### src/rtl/mef_pkg.sv
// Shared constants, pattern classification and code helpers for the
// exclusive-channel selector.
package mef_pkg;

  localparam int unsigned CODE_NADA = 0;
  localparam int unsigned MaxCh     = 32;

  typedef enum logic [1:0] {
    PatZero,
    PatOne,
    PatMulti
  } pat_e;

  function automatic int unsigned chan_to_code(input int unsigned k);
    return k + 1;
  endfunction

  // Only the low `width` bits of v take part in the classification.
  function automatic pat_e classify(input logic [MaxCh-1:0] v, input int width);
    int cnt;
    cnt = 0;
    for (int i = 0; i < MaxCh; i++) begin
      if (i < width && v[i]) cnt = cnt + 1;
    end
    if (cnt == 0)      return PatZero;
    else if (cnt == 1) return PatOne;
    else               return PatMulti;
  endfunction

  function automatic int unsigned low_idx(input logic [MaxCh-1:0] v);
    int unsigned idx;
    idx = 0;
    for (int i = MaxCh - 1; i >= 0; i--) begin
      if (v[i]) idx = i;
    end
    return idx;
  endfunction

endpackage

### src/rtl/mef_debounce.sv
// Stability filter: flags every edge at which sel_in has held one value for
// DEB_CYC consecutive edges (counting the current one).
module mef_debounce #(
  parameter int unsigned N_CH    = 2,
  parameter int unsigned DEB_CYC = 1
) (
  input  logic            CLK,
  input  logic            reset,
  input  logic [N_CH-1:0] sel_in,
  output logic            qual_o,
  output logic [N_CH-1:0] qual_vec_o
);

  localparam int unsigned CntW = (DEB_CYC < 2) ? 1 : $clog2(DEB_CYC + 1);
  localparam logic [CntW-1:0] CntMax = CntW'(DEB_CYC);

  logic [N_CH-1:0] hist_q, hist_d;
  logic [CntW-1:0] cnt_q, cnt_d;

  // cnt_q == 0 means no usable history (just out of reset).
  always_comb begin
    hist_d = sel_in;
    cnt_d  = CntW'(1);
    if (cnt_q != '0 && sel_in == hist_q) begin
      cnt_d = (cnt_q == CntMax) ? cnt_q : cnt_q + CntW'(1);
    end
  end

  assign qual_o     = (cnt_d == CntMax);
  assign qual_vec_o = sel_in;

  always_ff @(posedge CLK) begin
    if (!reset) begin
      hist_q <= '0;
      cnt_q  <= '0;
    end else begin
      hist_q <= hist_d;
      cnt_q  <= cnt_d;
    end
  end

endmodule

### src/rtl/mef_n_select.sv
// N-channel exclusive selector: reports which request line is solely active,
// with debounce, sticky hold, conflict flag, change strobe and dwell counter.
module mef_n_select
  import mef_pkg::*;
#(
  parameter int unsigned N_CH    = 2,
  parameter int unsigned DEB_CYC = 1,
  parameter int unsigned DWELL_W = 8
) (
  input  logic                        CLK,
  input  logic                        reset,
  input  logic [N_CH-1:0]             sel_in,
  input  logic                        sticky,
  output logic [$clog2(N_CH+1)-1:0]   cout,
  output logic                        idle,
  output logic                        chg,
  output logic                        conflict,
  output logic [DWELL_W-1:0]          dwell
);

  localparam int unsigned CODE_W = $clog2(N_CH + 1);

  logic              qual;
  logic [N_CH-1:0]   qual_vec;
  pat_e              pat;
  logic [CODE_W-1:0] cout_q, cout_d;
  logic              conflict_q, conflict_d;
  logic              chg_q, chg_d;
  logic              idle_q, idle_d;
  logic [DWELL_W-1:0] dwell_q, dwell_d;

  mef_debounce #(
    .N_CH    (N_CH),
    .DEB_CYC (DEB_CYC)
  ) u_debounce (
    .CLK        (CLK),
    .reset      (reset),
    .sel_in     (sel_in),
    .qual_o     (qual),
    .qual_vec_o (qual_vec)
  );

  assign pat = classify(MaxCh'(qual_vec), int'(N_CH));

  always_comb begin
    cout_d     = cout_q;
    conflict_d = conflict_q;
    if (qual) begin
      unique case (pat)
        PatZero: begin
          conflict_d = 1'b0;
          if (!sticky) cout_d = CODE_W'(CODE_NADA);
        end
        PatOne: begin
          conflict_d = 1'b0;
          cout_d     = CODE_W'(chan_to_code(low_idx(MaxCh'(qual_vec))));
        end
        PatMulti: conflict_d = 1'b1;
        default:  conflict_d = 1'b1;
      endcase
      // Out-of-range codes are unreachable; scrub them if ever seen.
      if (cout_d > CODE_W'(N_CH)) cout_d = CODE_W'(CODE_NADA);
    end
    chg_d   = (cout_d != cout_q);
    idle_d  = (cout_d == CODE_W'(CODE_NADA));
    dwell_d = chg_d ? '0 : ((&dwell_q) ? dwell_q : dwell_q + DWELL_W'(1));
  end

  always_ff @(posedge CLK) begin
    if (!reset) begin
      cout_q     <= '0;
      conflict_q <= 1'b0;
      chg_q      <= 1'b0;
      idle_q     <= 1'b1;
      dwell_q    <= '0;
    end else begin
      cout_q     <= cout_d;
      conflict_q <= conflict_d;
      chg_q      <= chg_d;
      idle_q     <= idle_d;
      dwell_q    <= dwell_d;
    end
  end

  assign cout     = cout_q;
  assign conflict = conflict_q;
  assign chg      = chg_q;
  assign idle     = idle_q;
  assign dwell    = dwell_q;

endmodule

### config.mk
export PLATFORM = sky130hd
export DESIGN_NAME = mef_n_select
export DESIGN_NICKNAME = d
export VERILOG_FILES = /design/src/rtl/mef_pkg.sv /design/src/rtl/mef_debounce.sv /design/src/rtl/mef_n_select.sv
export SDC_FILE = /design/constraint.sdc
export NUM_CORES = 1
export LEC_CHECK = 0
export CORE_MARGIN = 2
export CORE_UTILIZATION = 30
export CTS_CLUSTER_SIZE = 28
export DETAILED_ROUTE_END_ITERATION = 6
export HOLD_SLACK_MARGIN = 0.02
export SLEW_MARGIN = 40
export SYNTH_ARGS = -nofsm -noshare
export SYNTH_HDL_FRONTEND = slang
export SYNTH_SLANG_ARGS = --single-unit
### constraint.sdc
create_clock -name CLK -period 1.9 [get_ports CLK]
set_input_delay 0.38 -clock CLK [delete_from_list [all_inputs] [get_ports CLK]]
set_output_delay 0.38 -clock CLK [all_outputs]
set_load 0.1 [all_outputs]
Yosys cells after proc, flatten, opt, wreduce, memory -nomap -nowiden
Index checks and enable logic that the tools add are counted.
Storage, ports and cells
  output and inout port bits: 13
  input bits: 5
  register bits after elaboration: 16
Cells by class
  eq/ne operators: 4
  reductions and logical operators: 7
  multiplexer cells: 16
  $lt $le $gt $ge: 1
  add/subtract/negate cells: 4
  bitwise operators: 1
Operator list (number)
  32-bit by 2-bit equality test with 1-bit output, second input constant: 1
  32-bit logical NOT: 1
  32-bit two-way mux: 1
  2-bit two-way mux: 8
  8-bit by 1-bit adder with 8-bit output, second input constant: 1
  8-bit AND reduction: 1
  1-bit two-way mux: 6
  2-bit logical NOT: 2
  2-bit case mux with 2 select lines: 1
  2-bit OR reduction: 2
  1-bit by 1-bit adder with 2-bit output, second input constant: 1
  2-bit by 1-bit adder with 2-bit output, second input constant: 1
  2-bit by 1-bit equality test with 1-bit output, second input constant: 1
  2-bit equality test: 1
  2-bit greater-than comparator, second input constant: 1
  2-bit inequality test: 1
  1-bit adder, second input constant: 1
  1-bit logical AND: 1
  1-bit NOT: 1

Depth between registers and ports, before layout
Gate-level depths: netlist of run 1.
  word-level depth: 17
  mapped depth: 7

Hierarchy
Synthesis of run 1 repeated with hierarchy kept, for this count alone.
Second synthesis, totals
  cells, all modules: 78
  area, all modules: 653.1 um^2
Modules (own cells, without submodules)
  mef_n_select: times used 1, cells an instance 74, area an instance 626.9 um^2
  mef_debounce: times used 1, cells an instance 4, area an instance 26.3 um^2

Worst setup path before layout of run 1
Ideal clock, no wire load.
  path kind: reg2reg
  start: reg cout_q[0] (netlist: cout[0])
  end: reg dwell_q[3] (netlist: dwell[3])
  setup slack: -0.277 ns
  period minus slack after synthesis: 2.177 ns
  required time: 1.821 ns
  arrival time: 2.098 ns
  cell stages (with the launch flop): 7
  path through: dfxtp_1 a21oi_1 o21a_1 ha_1 xnor2_1 nand3_1 nor3_1
On the way
  longest elaborated chain between the ends: 8
RTL lines
  start: declaration: RTL line mef_n_select.sv:26  | logic [CODE_W-1:0] cout_q, cout_d;
  start signal: assignment: RTL line mef_n_select.sv:77  | cout_q <= cout_d;
  2-bit two-way mux: RTL line mef_n_select.sv:52  | if (!sticky) cout_d = CODE_W'(CODE_NADA);
  2-bit case mux with 2 select lines *: RTL line mef_n_select.sv:49  | unique case (pat)
  2-bit two-way mux *: RTL line mef_n_select.sv:48  | if (qual) begin
  2-bit greater-than comparator *: RTL line mef_n_select.sv:62  | if (cout_d > CODE_W'(N_CH)) cout_d = CODE_W'(CODE_NADA);
  2-bit two-way mux *: RTL line mef_n_select.sv:62
  2-bit two-way mux *: RTL line mef_n_select.sv:48
  named net cout_d[1]: RTL line mef_n_select.sv:26
  2-bit inequality test *: RTL line mef_n_select.sv:64  | chg_d = (cout_d != cout_q);
  2-bit OR reduction (no source line) *
  end signal: assignment: RTL line mef_n_select.sv:81  | dwell_q <= dwell_d;
  end: declaration: RTL line mef_n_select.sv:30  | logic [DWELL_W-1:0] dwell_q, dwell_d;
The timed path passes the listed nets; every way through them passes the cells marked *. The select of a mux whose other input is x is not followed.
A chain may end at the register's enable or synchronous reset.

Worst setup path after layout of run 1
  start: in sticky
  end: reg dwell_q[2] (netlist: dwell[2])
On the way
  longest elaborated chain between the ends: 8
RTL lines
  start: declaration: RTL line mef_n_select.sv:13  | input logic sticky,
  2-bit two-way mux *: RTL line mef_n_select.sv:52
  2-bit case mux with 2 select lines *: RTL line mef_n_select.sv:49
  2-bit two-way mux *: RTL line mef_n_select.sv:48
  2-bit greater-than comparator: RTL line mef_n_select.sv:62
  2-bit two-way mux *: RTL line mef_n_select.sv:62
  2-bit two-way mux *: RTL line mef_n_select.sv:48
  named net cout_d[0]: RTL line mef_n_select.sv:26
  2-bit inequality test *: RTL line mef_n_select.sv:64
  2-bit OR reduction (no source line) *
Marks and branches as above.

==> flow_metrics.py, run 1 <==
metrics = {
    "clock_tree": {
        "cts_sinks": 13,
        "insertion_delay_ns": 0.27,
        "htreeDepth": 1,
        "cts_tree": "yes",
        "clk_pin_slew_ns": 0.08,
        "cts_buffer_depth": 2,
        "hold_buffers": 0,
        "root_buffer": "clkbuf_4",
        "numCtsBuffers": 3,
        "post-cts-setup-buffer-count": 0,
    },
    "setup_path": {
        "required_ns": 2.09,
        "crit_type": "input port to flip-flop",
        "critPathLaunchType": "input port",
        "arrival_ns": 1.99,
        "critPathMaxFanout": 8,
        "crit_path_end_kind": "flip-flop",
    },
    "finish": {
        "multi_input_area_um2": 329,
        "final_cells": 113,
        "regArea_um2": 265,
        "diodes": 0,
        "area_growth_pct": 57.1,
        "nFillCells": 179,
        "fin_area_um2": 922,
        "nets": 97,
        "drive_gt1_share_pct": 30.7,
    },
    "sta": {
        "max_freq_mhz": 556,
        "fin_crit_sh_pct": 94.6,
        "relSlewSlack_pct": 78.4,
        "finalHoldViolations": 0,
        "slew_violations": 0,
        "fin_crit_ns": 1.80,
        "setup_viol": 0,
        "rsz0062_at_grt": "no",
        "tightest_slew_ns": 0.319,
        "finClkSkew_ns": 0.00579,
    },
    "global_route": {
        "grt_usage_pct": 12.1,
        "grt_pass1_vias": 485,
        "grt_pass1_wl_mm": 1.86,
        "grt_max_degree": 9,
        "antenna_found_initial": 0,
        "grt_overflow": 0,
    },
    "placement": {
        "dp.cells": 109,
        "hpwl_um": 930,
        "gp_congestion": 0.770,
        "numPortBuffers": 17,
        "place_area_um2": 876,
    },
    "synth": {
        "synth_fa_ha_area_share_pct": 6.40,
        "yosys_warnings": 0,
        "ys.flop_type": "dfxtp_1",
        "ys_seq_area_share_pct": 44.3,
        "synth_simple_gate_area_share_pct": 24.9,
        "ys_async_sr_fraction_pct": 0,
        "synth_common_cells": "dfxtp_1 (13), nor3_1 (7), a21oi_1 (5), o21ai_0 (5)",
        "synthMuxAreaShare_pct": 0,
        "synth-seq-cells": 13,
        "synth_compound_area_share_pct": 18.8,
        "yosysMostFrequentCell": "dfxtp_1",
        "synth_top_family_by_area": "simple AND/OR/NAND/NOR gates",
        "synth_edf_count": 0,
        "yosysTopAreaCell": "dfxtp_1",
        "netlist_instances": 65,
        "synth.distinct_cells": 24,
        "synth-xor-area-share_pct": 2.99,
        "avgSynthCellArea_um2": 9.03,
        "synth_nets": 73,
        "syn_area_um2": 587,
        "synth_top_area_share_pct": 44.3,
        "yosys-top-cells-area": "dfxtp_1 (44%), ha_1 (6.4%), nor3_1 (6.0%), a21oi_1 (4.3%), o21ai_0 (4.3%)",
    },
    "route": {
        "wirelength_mm": 1.18,
        "first_pass_iters": 1,
        "first_iter_violations": 0,
        "vias": 561,
        "wl_per_cell_um": 10.5,
        "drc": 0,
        "via_per_inst": 4.96,
        "final_antenna_net_count": 0,
    },
    "power_and_ir_drop": {
        "leakagePower_nw": 0.362,
        "ir_drop_uv": 410,
        "power.density_mw_per_mm2": 701,
        "power_mw": 0.646,
    },
    "min_path": {
        "holdCritPathClass": "input port to flip-flop",
    },
    "status": {
        "outcome": "finished clean",
    },
    "floorplan": {
        "ios": 18,
        "initial_core_util_pct": 32.9,
        "rows": 15,
        "die_w_um": 48.2,
        "die_y_um": 48.2,
        "die_area_mm2": 0.00233,
        "core-area_mm2": 0.00178,
    },
    "flow_run": {
        "cap_violations": 0,
    },
}
==> cell type report <==
type / instances / area share, %
Tap cell: 25 / 3.39
Clock buffer: 4 / 2.85
Inverter: 4 / 1.63
Sequential cell: 13 / 28.8
Multi-Input combinational cell: 48 / 35.7
Timing Repair Buffer: 19 / 27.7
==> power breakdown <==
group	switching [mW]	total, mW	internal, mW
Combinational	0.122	0.181	0.0589
Clock	0.0834	0.165	0.0812
Sequential	0.0148	0.301	0.286
==> per-layer routing <==
layer / routed length [um] / GRT usage, % / up-vias
li1: - / - / 287
met1: 516 / 12.4 / 260
met2: 612 / 19.7 / 14
met3: 56 / 3.33 / 0
met4: 0 / 10.8 / 0
met5: 0 / 0 / -
==> placed cells by master (no fill, tap or decap), drive strengths merged, types with 3 or more instances in the layout <==
cell type	netlist	layout
o21ai	5	5
ha	3	3
nand2	3	3
buf	0	15
clkbuf	0	4
inv	4	4
nor3	7	7
nand3	4	4
dfxtp	13	13
a21oi	5	5
clkdlybuf4s50	0	3
==> path summary, 6_finish.rpt <==
check / endpoint / cells after the start / slack (ns) / start
worst max register to register: dwell[2] / 8 / 0.30 / cout[0]
worst min register to register: dwell[1] / 2 / 0.53 / dwell[1]
worst max-delay path: dwell[2] / 9 / 0.10 / sticky
worst min-delay path: conflict / 2 / 0.47 / sel_in[0]
==> through the flow <==
stage | hold slack [ns] | setup TNS [ns] | util (%) | setup slack, ns
final | 0.471 | 0 | 51.7 | 0.102
after CTS | 0.536 | 0 | 50.6 | 0.0576
after global placement | 0.519 | -2.02 | 49.1 | -0.280
after detailed placement | 0.523 | -2.26 | 49.1 | -0.297
after floorplan | 0.453 | 0 | - | 0.0665
after global routing | 0.474 | 0 | 51.7 | 0.0132
==> logic make-up after synthesis <==
kind of cell,count (synthesis)
simple gates,25
compound gates,18
flops,13
buf+inv,4
fa+ha+maj,3
xor+xnor,2
==> critical path, stage by stage <==
cell,delay (ns)
clkdlybuf4s50_1,0.42
a21oi_1,0.15
o21a_1,0.15
inv_1,0.05
ha_1,0.23
xnor2_2,0.15
nand3_1,0.09
buf_4,0.17
nor3_1,0.19
==> sequential cells by signal (all words and copies together) (netlist names) <==
name      count
chg           1
conflict      1
cout          2
dwell         8
idle          1
==> what timing repair did <==
| item | in CTS | in global routing |
|---|---|---|
| resized for setup | 1 | 4 |
| setup endpoints to repair | 4 | 4 |
| gates cloned | 0 | 0 |
No activity file was read; power rests on OpenSTA's default activity.
==> run 2, diff against run 1 <==
--- a/config.mk
+++ b/config.mk
@@ -6,10 +6,11 @@
 export NUM_CORES = 1
 export LEC_CHECK = 0
 export CORE_MARGIN = 2
-export CORE_UTILIZATION = 30
+export CORE_UTILIZATION = 43
 export CTS_CLUSTER_SIZE = 28
 export DETAILED_ROUTE_END_ITERATION = 6
 export HOLD_SLACK_MARGIN = 0.02
+export PLACE_DENSITY = 0.74
 export SLEW_MARGIN = 40
 export SYNTH_ARGS = -nofsm -noshare
 export SYNTH_HDL_FRONTEND = slang
==> run 2 against run 1 <==
  * Design area did not move
  * Utilization increased by 20 points
  * Final cell count decreased by 9.7%
  * Clock power barely moved
  * Hold slack better by 0.012 ns
  * Sequential cell count unchanged
  * Worst setup slack improved by 0.033 ns
  * Critical path type unchanged
  * Clock skew down 0.0038 ns
  * Total power up 2.1%
  * Critical path depth decreased by 1
==> flow_metrics.py, run 2 (synthesized netlist as in run 1, its figures left out) <==
metrics = {
    "route": {
        "via_per_inst": 5.38,
        "vias": 549,
        "first_iter_violations": 5,
        "final_antenna_net_count": 0,
        "first_pass_iters": 4,
        "drc": 0,
        "wirelength_mm": 1.28,
        "wl_per_cell_um": 12.5,
    },
    "clock_tree": {
        "cts_buffer_depth": 2,
        "cts_tree": "yes",
        "root_buffer": "clkbuf_4",
        "numCtsBuffers": 3,
        "htreeDepth": 1,
        "insertion_delay_ns": 0.27,
        "clk_pin_slew_ns": 0.07,
        "cts_sinks": 13,
    },
    "sta": {
        "fin_crit_ns": 1.77,
        "relSlewSlack_pct": 76.1,
        "setup_viol": 0,
        "finalHoldViolations": 0,
        "setup_ws_ns": 0.135,
        "hold_ws_ns": 0.483,
        "tightest_slew_ns": 0.354,
        "fin_crit_sh_pct": 92.9,
        "max_freq_mhz": 567,
        "slew_violations": 0,
        "rsz0062_at_grt": "no",
        "finClkSkew_ns": 0.00196,
    },
    "setup_path": {
        "reg2reg_from": "cout[0]",
        "cp_slowest_cell": "clkdlybuf4s50_1",
        "required_ns": 2.09,
        "max_stage_delay_ns": 0.42,
        "critPathMaxFanout": 8,
        "r2r_end": "dwell[4]",
        "critPathLaunchType": "input port",
        "critPathTopFamily": "compound AO/OA/AOI/OAI gates",
        "crit_path_end_kind": "flip-flop",
        "crit_buf_inv": 2,
        "ff2ff_setup_slack_ns": 0.33,
        "crit_type": "input port to flip-flop",
        "rr_worst_depth": 7,
        "arrival_ns": 1.95,
        "crit_chain": "clkdlybuf4s50_1, a21oi_1, o21a_1, inv_1, ha_1, xnor2_2, nand3_4, a211oi_1",
    },
    "status": {
        "outcome": "finished clean",
    },
    "global_route": {
        "grt_max_degree": 9,
        "grt_overflow": 0,
        "antenna_found_initial": 0,
        "grt_usage_pct": 18.2,
        "grt_pass1_wl_mm": 1.92,
        "grt_pass1_vias": 446,
    },
    "finish": {
        "diodes": 0,
        "final_common_cell": "dfxtp_1",
        "nFillCells": 99,
        "nets": 96,
        "largest_register_ff_count": 8,
        "layout_common_cells": "dfxtp_1 (9), buf_12 (8), nor3_1 (6), buf_4 (6), a21oi_1 (5)",
        "drive_gt1_share_pct": 32.2,
        "area_growth_pct": 57.1,
        "multi_input_area_um2": 349,
        "regArea_um2": 265,
    },
    "min_path": {
        "hold_end": "conflict",
        "whs_path_depth": 2,
        "holdCritPathClass": "input port to flip-flop",
        "hold_start": "sel_in[0]",
    },
    "placement": {
        "hpwl_um": 953,
        "place_ws_ns": -0.474,
        "numPortBuffers": 17,
        "gp_congestion": 0.814,
    },
    "floorplan": {
        "core-area_mm2": 0.00128,
        "die_w_um": 40.9,
        "rows": 13,
        "die_y_um": 40.9,
        "ios": 18,
        "initial_core_util_pct": 45.7,
        "die_area_mm2": 0.00168,
    },
    "flow_run": {
        "cap_violations": 0,
    },
    "power_and_ir_drop": {
        "power_mw": 0.660,
        "ir_drop_uv": 525,
        "leakagePower_nw": 0.363,
        "power.density_mw_per_mm2": 716,
    },
}
==> run 2: cell types whose count changed in the layout (fill, tap and decap cells not counted), sizes merged <==
cell	previous run	this run
buf	15	14
==> run 2: area by class of cell <==
class / instances / share of cell area [%]
inverters: 4 / 1.63
flip-flops and latches: 13 / 28.8
repair buffers: 18 / 26.9
multi-input cells: 48 / 37.9
well taps: 15 / 2.04
clock buffers: 4 / 2.85
==> run 2: worst max-delay path by stage <==
stage	cells past startpoint	from	endpoint
after floorplan	6	cout[0]	dwell[0]
after global routing	8	sticky	dwell[6]
after global placement	8	sel_in[0]	dwell[6]
after detailed placement	8	sel_in[0]	dwell[7]
final	8	sticky	dwell[4]
after CTS	8	sel_in[0]	dwell[4]
==> run 2: power breakdown <==
group | switching [mW] | internal (mW) | leakage [nW]
Combinational | 0.128 | 0.0622 | 0.240
Clock | 0.0864 | 0.0815 | 0.0150
Sequential | 0.0156 | 0.286 | 0.108
==> run 2: per-layer routing <==
metal	part of all wire, %	track usage (%)
met5	0	0
met4	0.94	7.50
met3	4.3	8.15
met2	45	23.4
met1	50	25.4
==> run 2: repair_timing <==
item / CTS / global route
gates resized for setup: 6 / 2
pin swaps: 2 / 1
endpoints found under the setup margin: 8 / 8
buffers inserted: 1 / 0
endpoints found under the hold margin: 0 / 0
hold buffers: 0 / 0
==> run 2: stage by stage <==
| step | area (um2) | utilization, % | cells | TNS (ns) |
|---|---|---|---|---|
| after floorplan | 592 | - | 65 | 0 |
| after global placement | 848 | 66.0 | 97 | -2.71 |
| after detailed placement | 848 | 66.0 | 97 | -3.59 |
| after CTS | 915 | 71.2 | 102 | 0 |
| after global routing | 922 | 71.8 | 102 | 0 |
| final | 922 | 71.8 | 102 | 0 |
==> edit 1, RTL diff (settings of run 2) <==
`N_CH` is set to 2 in 2 places; all go to 1.
--- a/src/rtl/mef_debounce.sv
+++ b/src/rtl/mef_debounce.sv
@@ -1,7 +1,7 @@
 // Stability filter: flags every edge at which sel_in has held one value for
 // DEB_CYC consecutive edges (counting the current one).
 module mef_debounce #(
-  parameter int unsigned N_CH    = 2,
+  parameter int unsigned N_CH    = 1,
   parameter int unsigned DEB_CYC = 1
 ) (
   input  logic            CLK,
--- a/src/rtl/mef_n_select.sv
+++ b/src/rtl/mef_n_select.sv
@@ -3,7 +3,7 @@
 module mef_n_select
   import mef_pkg::*;
 #(
-  parameter int unsigned N_CH    = 2,
+  parameter int unsigned N_CH    = 1,
   parameter int unsigned DEB_CYC = 1,
   parameter int unsigned DWELL_W = 8
 ) (
Ports: changed (resized cout and sel_in); port bits go from 18 to 16. The function was not compared with the original's and may differ.
==> edit 1 against run 2 <==
First-iteration DRC count grew to 3.0 times the old value; final area is 17% lower; routed wire length is 9.6% lower; sequential power is 19% lower; core utilization is 4.7 points lower; highest routed layer unchanged; sequential cell count is 2 lower; fmax is 27% higher; worst setup slack better by 0.38 ns; area after synthesis is 8.3% lower; total power is 22% lower; hold slack better by 0.017 ns.
==> edit 1: results (changes against run 2) <==
| Metric | Value |
|---|---|
| Result of the run | finished clean |
| Worst skew pair latency | 0.27 ns (about the same) |
| Reg2Reg Launch Point | dwell[0] |
| Top cells by count, synth | 11 x dfxtp_1, 4 x nor2_1 |
| Yosys warns | 0 (unchanged) |
| Fraction of registers with async set/reset | 0 (unchanged) |
| CP startpoint kind | flop |
| CTS Buf Count | 3 (unchanged) |
| Max reg flops | 8 (unchanged) |
| Post-DP Area | 739.5 um^2 (-13%) |
| Post_cts resized | 0 (-6) |
| Crit-path slowest cell | dfxtp_2 |
| Final worst clock skew | 0.003783 ns (+0.001820 ns) |
| Layout cell share with drive strength beyond 1 | 0.3151 (-0.006771) |
| Vias in the first global route | 448 (+0.45%) |
| CTS Buffer Depth | 2 (unchanged) |
| Clock Tree Root | clkbuf_4 |
| Clock H-tree levels | 1 (unchanged) |
| Met2 wire length | 551 um (-3.7%) |
| Yosys cell types | 30 (+25%) |
| Via count | 497 (-9.5%) |
| First-pass GRT wire length | 1938 um (+1.0%) |
| Antenna violations before repair | 0 (unchanged) |
| Top post-synthesis cells by area | dfxtp_1 41%, a211oi_2 4.7%, nor3_2 3.7% |
| Hold Startpoint | dwell[1] |
| Post-synth top flop | dfxtp_1 |
| Drt wl/cell | 13.26 um (+6.0%) |
| Gpl congestion | 0.7994 (-1.7%) |
| Peak VDD IR | 0.3622 mV (-31%) |
| Syn nets | 62 (-15%) |
| Total track usage | 0.1910 (+0.009474) |
| Top layer used by detailed routing | met4 |
| P_leak | 0.2885 nW (-21%) |
| Post-DP HPWL | 868.4 um (-8.9%) |
| Post-CTS Setup Inserts | 0 (-1) |
| Final setup fails | 0 (unchanged) |
| # diodes | 0 (unchanged) |
| Clk slew on worst S/H paths | 0.07 ns (about the same) |
| Post-Route M1 WL | 537 um (-16%) |
| Routed wl met3 | 39 um (-29%) |
| Largest net degree at the start of global routing | 9 (unchanged) |
| CP peak stage delay | 0.36 ns (-0.06 ns) |
| DR iter-0 viols | 15 (+10) |
| Hold Crit Class | reg -> reg |
| Port Buffer Count | 14 (-3) |
| Post-synthesis sequential area ratio | 0.4093 (-0.03419) |
| Initial DRT Pass Iterations | 4 (unchanged) |
| WP data arrival | 1.59 ns (-0.36 ns) |
| Nets | 79 (-18%) |
| Critical Path Fanout Max | 6 (-2) |
## edit 1: cell count changes after synthesis, moves of 3 or more
cell / run 2 / this run
inv_1: 4 / 1
nor2_1: 1 / 4
nor3_1: 7 / 3
o21ai_0: 5 / 1
## edit 1: critical path, delay by kind of cell, from the launching register on
family / cells / cell delay (ns)
AO/OA/AOI/OAI: 1 / 0.26
adder cells (fa/ha/maj): 1 / 0.26
flip-flops: 1 / 0.36
multiplexers: 1 / 0.20
AND/OR/NAND/NOR: 1 / 0.25
## edit 1: final timing paths
| kind | cells past startpoint | to | slack [ns] |
|---|---|---|---|
| max | 4 | dwell[5] | 0.51 |
| min | 2 | dwell[1] | 0.50 |
| max reg2reg | 4 | dwell[5] | 0.51 |
| min reg2reg | 2 | dwell[1] | 0.50 |
## edit 1: cell type report
class / count / area, um^2
fillers: 104 / 375.4
clock buffers: 4 / 26.28
multi-input cells: 43 / 295.3
inverters: 1 / 3.754
well taps: 14 / 17.52
repair buffers: 14 / 200.2
flip-flops and latches: 11 / 222.7
## edit 1: metal layers
metal,track usage,up-vias
met1,0.2440,239
met5,0,-
li1,-,245
met3,0.03977,5
met2,0.2958,8
met4,0.1034,0
## edit 1: cell families after synthesis
logic type / Yosys count / synth area share
and+or+nand+nor: 27 / 0.3163
DFF: 11 / 0.4093
other: 1 / 0.006970
adders and majority gates: 1 / 0.02325
AOI/OAI and AO/OA: 13 / 0.1837
buffers and inverters: 3 / 0.04186
muxes: 1 / 0.01861
## edit 1: power breakdown
group | leakage (nW) | switching (mW) | internal, mW | total, mW
clock network | 0.0150 | 0.0827 | 0.0814 | 0.164
logic | 0.183 | 0.0793 | 0.0285 | 0.108
registers | 0.0905 | 0.00729 | 0.239 | 0.246
## edit 1: metrics by stage
step                      utilization  setup slack (ns)  hold WS, ns  power, mW  cells
after global routing           0.6711            0.4166       0.5334     0.5370     87
after global placement         0.6480            0.2778       0.4893     0.3572     83
final                          0.6711            0.5136       0.4999     0.5178     87
after CTS                      0.6711            0.5208       0.4997     0.5187     87
after floorplan                     -           0.07456       0.5240     0.3303     57
after detailed placement       0.6480            0.2517       0.4896     0.3594     83
==> edit 2, RTL diff (config.mk and constraints of run 2) <==
Without the edit above. Remove the register `chg_q`: a continuous assignment takes its place, so the output `chg` follows one clock earlier.
--- a/src/rtl/mef_n_select.sv
+++ b/src/rtl/mef_n_select.sv
@@ -70,17 +70,17 @@
     if (!reset) begin
       cout_q     <= '0;
       conflict_q <= 1'b0;
-      chg_q      <= 1'b0;
       idle_q     <= 1'b1;
       dwell_q    <= '0;
     end else begin
       cout_q     <= cout_d;
       conflict_q <= conflict_d;
-      chg_q      <= chg_d;
       idle_q     <= idle_d;
       dwell_q    <= dwell_d;
     end
   end
+
+  assign chg_q = chg_d;
 
   assign cout     = cout_q;
   assign conflict = conflict_q;
Check against the original RTL: not equivalent (Yosys sat finds a counterexample within 4 cycles, from zero or initial values and one cycle with reset low).
==> edit 2 against run 2 <==
Combinational power increased by 23%; the run now ends with negative setup slack left; total power increased by 8.2%; routed wire length increased by 5.9%; global-route usage increased by 2.3 points; via count increased by 3.6%; worst setup slack got worse by 0.16 ns; critical path depth decreased by 1; final area increased by 5.6%; area after synthesis increased by 1.3%; first-iteration DRC count increased by 100%; non-clock buffer count increased by 4; sequential cell count decreased by 1; clock skew increased by 0.0031 ns; synthesized cell count increased by 3.1%; highest routed layer unchanged.
==> edit 2: results (changes against run 2) <==
| Metric | Value |
|---|---|
| Result of the run | complete, but fails checks |
| Failing checks | negative setup slack |
| Comb pwr share | 0.328 (+0.040) |
| P_leak | 0.3715 nW (+2.3%) |
| Hold Slack | 0.5022 ns (+0.01936 ns) |
| Critical Path Fanout Max | 3 (-5) |
| Clk pwr | 204 uW (+21%) |
| Setup_tns | -0.02092 ns (-0.02092 ns) |
| P_int | 464.2 uW (+8.0%) |
| Xor/xnor share of the synthesized area | 0.02947 (-0.0003771) |
| Final setup fails | 1 (+1) |
| First-pass GRT wire length | 2145 um (+12%) |
| Cell count after placement | 100 (+3.1%) |
| Yosys cell types | 26 (+8.3%) |
| Synth Area in Adders | 0.06316 (-0.0008080) |
| Post-DP Area | 879.6 um^2 (+3.7%) |
| Top cells by count, synth | 12 x dfxtp_1, 8 x nor3_1, 5 x a21oi_1, 5 x nand2_1 |
| Final std cells w/o fill | 106 (+3.9%) |
| Comb power | 234 uW (+23%) |
| Syn nets | 75 (+2.7%) |
| WP data arrival | 1.54 ns (-0.41 ns) |
| Final worst clock skew | 0.005093 ns (+0.003129 ns) |
| Post-synthesis sequential area ratio | 0.4042 (-0.03929) |
| Actual slew at the worst max-slew pin | 0.3563 ns (+0.002521 ns) |
| Area share of the largest cell type after synthesis | 0.4042 (-0.03929) |
| Synth Area in Compound Gates | 0.1747 (-0.01290) |
| DR iter-0 viols | 10 (+5) |
| FF-to-FF End | dwell[5] |
| Layout cell share with drive strength beyond 1 | 0.4176 (+0.09574) |
| WHS Path Cells | 3 (+1) |
| Gate Count Post-Synth | 67 (+3.1%) |
| Drt wl/cell | 12.75 um (+1.9%) |
| Pre-CTS WS | -0.4828 ns (-0.008338 ns) |
| Post-DP HPWL | 989.9 um (+3.9%) |
| Setup ws final | -0.02092 ns (-0.1559 ns) |
| Gpl congestion | 0.7525 (-7.5%) |
| Peak VDD IR | 0.4500 mV (-14%) |
==> edit 2: logic make-up (layout without fill, tap and decap cells) <==
logic type / count (synthesis) / after routing
AOI/OAI and AO/OA: 16 / 16
xor gates and xnor gates: 2 / 2
adders and majority gates: 3 / 3
buffers and inverters: 4 / 28
DFF: 12 / 12
and+or+nand+nor: 30 / 30
==> edit 2: layer usage <==
metal,GRT usage,share of wire
met2,0.2813,0.43
met5,0,0
met1,0.2614,0.50
met4,0.09677,0.016
met3,0.1033,0.051
==> edit 2: repair_timing <==
item,4_1_cts,5_1_grt
pin swaps,5,5
hold buffers,0,0
gates resized for setup,11,6
setup buffers,2,0
endpoints found under the setup margin,9,6
==> edit 2: area by class of cell <==
| cell class | count | area, um^2 | area share |
|---|---|---|---|
| Sequential cell | 12 | 250.2 | 0.2571 |
| Timing Repair Buffer | 22 | 281.5 | 0.2892 |
| Inverter | 2 | 7.507 | 0.007712 |
| Multi-Input combinational cell | 51 | 379.1 | 0.3895 |
| Clock buffer | 4 | 36.28 | 0.03728 |
| Tap cell | 15 | 18.77 | 0.01928 |
==> edit 2: critical path, stage by stage, from the launching register on <==
cell and delay (ns):
dfxtp_4 0.35, a21oi_2 0.11, o21a_1 0.17, inv_2 0.06, ha_4 0.17, xnor2_4 0.14
nand2_2 0.08, buf_12 0.17
==> edit 2: worst max path at each step <==
stage / end / cells after the start
detailed placement: dwell[5] / 9
CTS: chg / 7
finish: chg / 7
global placement: chg / 8
floorplan: chg / 5
global route: chg / 7
